### config.mk
export PLATFORM = sky130hd
export DESIGN_NAME = divisor_counter
export DESIGN_NICKNAME = d
export VERILOG_FILES = /design/src/rtl/divisor_counter.sv
export SDC_FILE = /design/constraint.sdc
export NUM_CORES = 2
export LEC_CHECK = 0
export CAP_MARGIN = 10
export CORE_MARGIN = 3
export CORE_UTILIZATION = 40
export DETAILED_ROUTE_END_ITERATION = 8
export PLACE_DENSITY_LB_ADDON = 0.1
export REMOVE_ABC_BUFFERS = 1
export SYNTH_ARGS = -nofsm -noshare
export SYNTH_HDL_FRONTEND = slang
export SYNTH_SLANG_ARGS = --single-unit
export TNS_END_PERCENT = 10
### constraint.sdc
create_clock -name clk -period 13.05 [get_ports clk]
set_input_delay 1.305 -clock clk [delete_from_list [all_inputs] [get_ports clk]]
set_output_delay 1.305 -clock clk [all_outputs]
set_load 0.02 [all_outputs]
### src/rtl/divisor_counter.sv
// rtl/divisor_counter.sv - counts the positive divisors of n by trial division up to sqrt(n)
module divisor_counter #(
  parameter int WIDTH = 32
) (
  input  logic             clk,
  input  logic             rst,
  input  logic             start,
  input  logic [WIDTH-1:0] value,
  output logic [WIDTH-1:0] result,
  output logic             done
);

  localparam int CW = (WIDTH > 1) ? $clog2(WIDTH) : 1;

  typedef enum logic [2:0] {IDLE, TEST, DIV, ACC, DONE} state_t;

  state_t           state;
  logic [WIDTH-1:0] n;
  logic [WIDTH-1:0] d;
  logic [WIDTH-1:0] count;
  logic [WIDTH-1:0] quo;
  logic [WIDTH-1:0] dvs;
  logic [WIDTH:0]   rem;
  logic [CW-1:0]    bit_cnt;
  logic             sq_eq;

  logic [2*WIDTH-1:0] d_wide;
  logic [2*WIDTH-1:0] n_wide;
  logic [2*WIDTH-1:0] sq;
  logic [WIDTH:0]     rem_shift;
  logic [WIDTH:0]     rem_sub;
  logic               fits;

  always_comb begin
    d_wide    = (2*WIDTH)'(d);
    n_wide    = (2*WIDTH)'(n);
    sq        = d_wide * d_wide;
    rem_shift = {rem[WIDTH-1:0], quo[WIDTH-1]};
    fits      = rem_shift >= {1'b0, dvs};
    rem_sub   = rem_shift - {1'b0, dvs};
  end

  always_ff @(posedge clk or posedge rst) begin
    if (rst) begin
      state   <= IDLE;
      done    <= 1'b0;
      result  <= '0;
      n       <= '0;
      d       <= '0;
      count   <= '0;
      quo     <= '0;
      dvs     <= '0;
      rem     <= '0;
      bit_cnt <= '0;
      sq_eq   <= 1'b0;
    end else begin
      case (state)
        IDLE: begin
          done <= 1'b0;
          if (start) begin
            n     <= value;
            d     <= WIDTH'(1);
            count <= '0;
            state <= TEST;
          end
        end
        TEST: begin
          if (!start) begin
            state <= IDLE;
          end else if (sq > n_wide) begin
            result <= count;
            done   <= 1'b1;
            state  <= DONE;
          end else begin
            // restoring divider: quotient bits shift into quo as dividend bits shift out
            quo     <= n;
            dvs     <= d;
            rem     <= '0;
            bit_cnt <= '0;
            sq_eq   <= (sq == n_wide);
            state   <= DIV;
          end
        end
        DIV: begin
          if (!start) begin
            state <= IDLE;
          end else begin
            rem     <= fits ? rem_sub : rem_shift;
            quo     <= {quo[WIDTH-2:0], fits};
            bit_cnt <= bit_cnt + CW'(1);
            if (bit_cnt == CW'(WIDTH-1)) state <= ACC;
          end
        end
        ACC: begin
          if (!start) begin
            state <= IDLE;
          end else begin
            // d and n/d are distinct divisors unless d is the exact square root
            if (rem == '0) count <= count + (sq_eq ? WIDTH'(1) : WIDTH'(2));
            d     <= d + WIDTH'(1);
            state <= TEST;
          end
        end
        DONE: begin
          if (!start) begin
            done  <= 1'b0;
            state <= IDLE;
          end
        end
        default: state <= IDLE;
      endcase
    end
  end

endmodule

==> results.ini <==
[status]
status=finished, final reports clean

[synthesis]
synth_edf_count=0
netlist_area_um2=43000
ys_seq_area_share_pct=13.7
synth_ff_type=dfrtp_1
yosys.area.top_type_share_pct=37.4
synth_area_leaders=fa_1 37%, dfrtp_1 14%, ha_1 10%, inv_1 9.8%, nand2_1 4.2%
synth.distinct_cells=95
post_synth.cell_area_avg_um2=9.16
syn_inst=4697
ys_async_sr_fraction_pct=100
synth_top_cell_by_area=fa_1
ys_seq_elements=235
yosysWarnings=0

[setup_path]
r2r-start=d[22]
rr_worst_depth=27
cp_max_fo=20
slowest_stage=dfrtp_1
path_buf_inv=7
critPathMaxStageDelay_ns=1.01
crit_top_cell=fa_1
worstPathRequired_ns=13.49
worstSetupEndpointType=register
crit_family=adder cells
critPathArrivalTime_ns=11.72
critical_path.startpoint_type=register
critical_path_class=register to register
reg2reg_slack_ns=1.77
r2r_end=result[30]

[routing]
wl_per_cell_um=20.5
routed_wl_um=124000
drtIter0Drc=1892
vias=31000
drc_errors=0
firstDrtPassIters=6
postRouteAntennaNets=0
viasPerCell=5.11

[clocking]
clk_pin_slew_ns=0.06
post-cts-setup-buffers=0
cts_buffers=29
clock_path_buffers=3
ctsRootBufferMaster=clkbuf_16
cts_tree=yes
clock_sinks=235
postCtsHoldBufs=0
ctsResizeCount=0
insertion_delay_ns=0.59
h-tree-depth=1

[min_path]
hp-class=register to register
hold_start=result[16]
min_to=result[16]
min_path_cells=1

[global_routing]
grt_overflow=0
grtUsageTotal_pct=22.6
grt_start_max_net_pins=100
antenna_found_initial=4
grt_pass1_wl_um=196000
grt_pass1_vias=33300

[timing]
finalWorstSetupSlack_ns=1.77
max_freq_mhz=88.7
finalCritPeriodShare_pct=86.4
relSlewSlack_pct=26.3
tns_ns=0
post-route-min-period_ns=11.28
hold_violations=0
finClkSkew_ns=0.0439
slew_violations=0
worst_slew_pin_slew_ns=1.11
setup_viol=0
rsz0062_at_grt=false

[die]
die-width_um=334
die-area_um2=112000
core-area_um2=106000
core.rowCount=119
initial_utilization_pct=40.6
dieHeight_um=334
io_pins=68

[placement]
hpwlAfterDp_um=102000
gp_congestion=0.902
io_buffer_count=67
dp_slack_ns=1.82

[cells_and_area]
final_core_util_pct=43.4
fin_nets=5832
synthToLayoutAreaGrowth_pct=6.88
layout-drive-gt1-share_pct=4.91
diodes=0

[run]
cap_violations=0

[power_and_ir_drop]
p_seq_share_pct=29.8
switchingPower_mw=1.31
peakVddDrop_uv=181
total_power_mw=3.28
p_int_mw=1.98
clkPwrFrac_pct=25.0
p_per_area_nw_per_um2=71.4
pwr-share-comb_pct=45.1
p_sw_share_pct=39.8
p_leak_nw=24.5

Yosys cell counts (all sizes together), types with 14 or more instances:
library cell,n
nor4,17
nand4,57
nand2,481
and3,22
clkbuf,178
nor3,34
a21o,52
ha,345
or3,19
xor2,62
o22ai,26
xnor2,70
inv,1125
nor2b,21
a31oi,25
mux2,82
fa,804
a21oi,133
dfrtp,235
and2,192
or2,14
o21a,27
nor2,213
nand3,49
o21ai,194
o211ai,21
buf,30
routing by layer:
| metal | GRT usage [%] | part of all wire, % | vias up |
|---|---|---|---|
| li1 | - | - | 14400 |
| met1 | 31.7 | 45 | 15800 |
| met2 | 38.6 | 49 | 688 |
| met3 | 2.18 | 4.8 | 124 |
| met4 | 3.96 | 1.8 | 2 |
| met5 | 0 | 0.010 | - |
sequential cells by signal (all words and copies together) (netlist names):
| register | cells |
|---|---|
| result | 32 |
| state | 3 |
| dvs | 32 |
| sq_eq | 1 |
| count | 32 |
| n | 32 |
| d | 32 |
| rem | 33 |
| done | 1 |
| bit_cnt | 5 |
| quo | 32 |
cells by family after synthesis:
kind of cell / after synthesis / share of synthesized area [%]
AOI/OAI and AO/OA: 590 / 8.89
and+or+nand+nor: 1160 / 12.8
xor gates and xnor gates: 132 / 2.69
muxes: 94 / 2.56
DFF: 235 / 13.7
buffers and inverters: 1337 / 11.9
adders and majority gates: 1149 / 47.4
power groups by stage:
stage          logic, mW  clock network (mW)  registers, mW
3_5_place_dp        1.49                   0          0.990
3_3_place_gp        1.49                   0          0.990
4_1_cts             1.50               0.845          0.979
5_1_grt             1.66               0.875          0.999
6_report            1.48               0.822          0.978
2_1_floorplan       1.10                   0          0.961
cells in the final DEF, fill, tap and decap left out, types with 18 or more instances in the layout:
| master | instances |
|---|---|
| mux2_2 | 42 |
| nor3_1 | 31 |
| a21oi_1 | 129 |
| nor2b_1 | 21 |
| xor2_1 | 62 |
| inv_1 | 1122 |
| o211ai_1 | 20 |
| or3_1 | 18 |
| clkbuf_16 | 29 |
| nand2_1 | 480 |
| o21ai_0 | 182 |
| nand3_1 | 49 |
| and3_1 | 22 |
| nor2_1 | 212 |
| fa_1 | 804 |
| xnor2_1 | 70 |
| mux2_1 | 24 |
| buf_4 | 60 |
| and2_1 | 191 |
| dfrtp_1 | 232 |
| a31oi_1 | 25 |
| ha_1 | 345 |
| nand4_1 | 56 |
| a21o_1 | 52 |
| clkdlybuf4s50_1 | 67 |
| o21a_1 | 27 |
stage by stage:
step,hold slack [ns],instance area [um^2],instances
after floorplan,0.464,42100,4489
after global placement,0.474,45000,6008
after detailed placement,0.483,45000,6008
after CTS,0.497,46000,6058
after global routing,0.511,46000,6058
final,0.492,46000,6058
final cells by class:
cell class              count  area (um^2)
fillers                 10600        60000
multi-input cells        3125        32000
flip-flops and latches    235         5880
inverters                1129         4250
well taps                1391         1740
repair buffers            128         1140
clock buffers              43          858
clock inverters             7         92.6
worst max-delay path by stage:
stage | startpoint | end | slack [ns] | cells past startpoint
after floorplan | d[14] | quo[10] | 2.88 | 33
after global placement | d[22] | result[30] | 1.78 | 26
after detailed placement | d[22] | result[30] | 1.82 | 28
after CTS | d[22] | result[14] | 1.80 | 28
after global routing | d[22] | result[31] | 1.26 | 26
final | d[22] | result[30] | 1.77 | 27
Note: power is estimated with default switching activity, not from simulation.
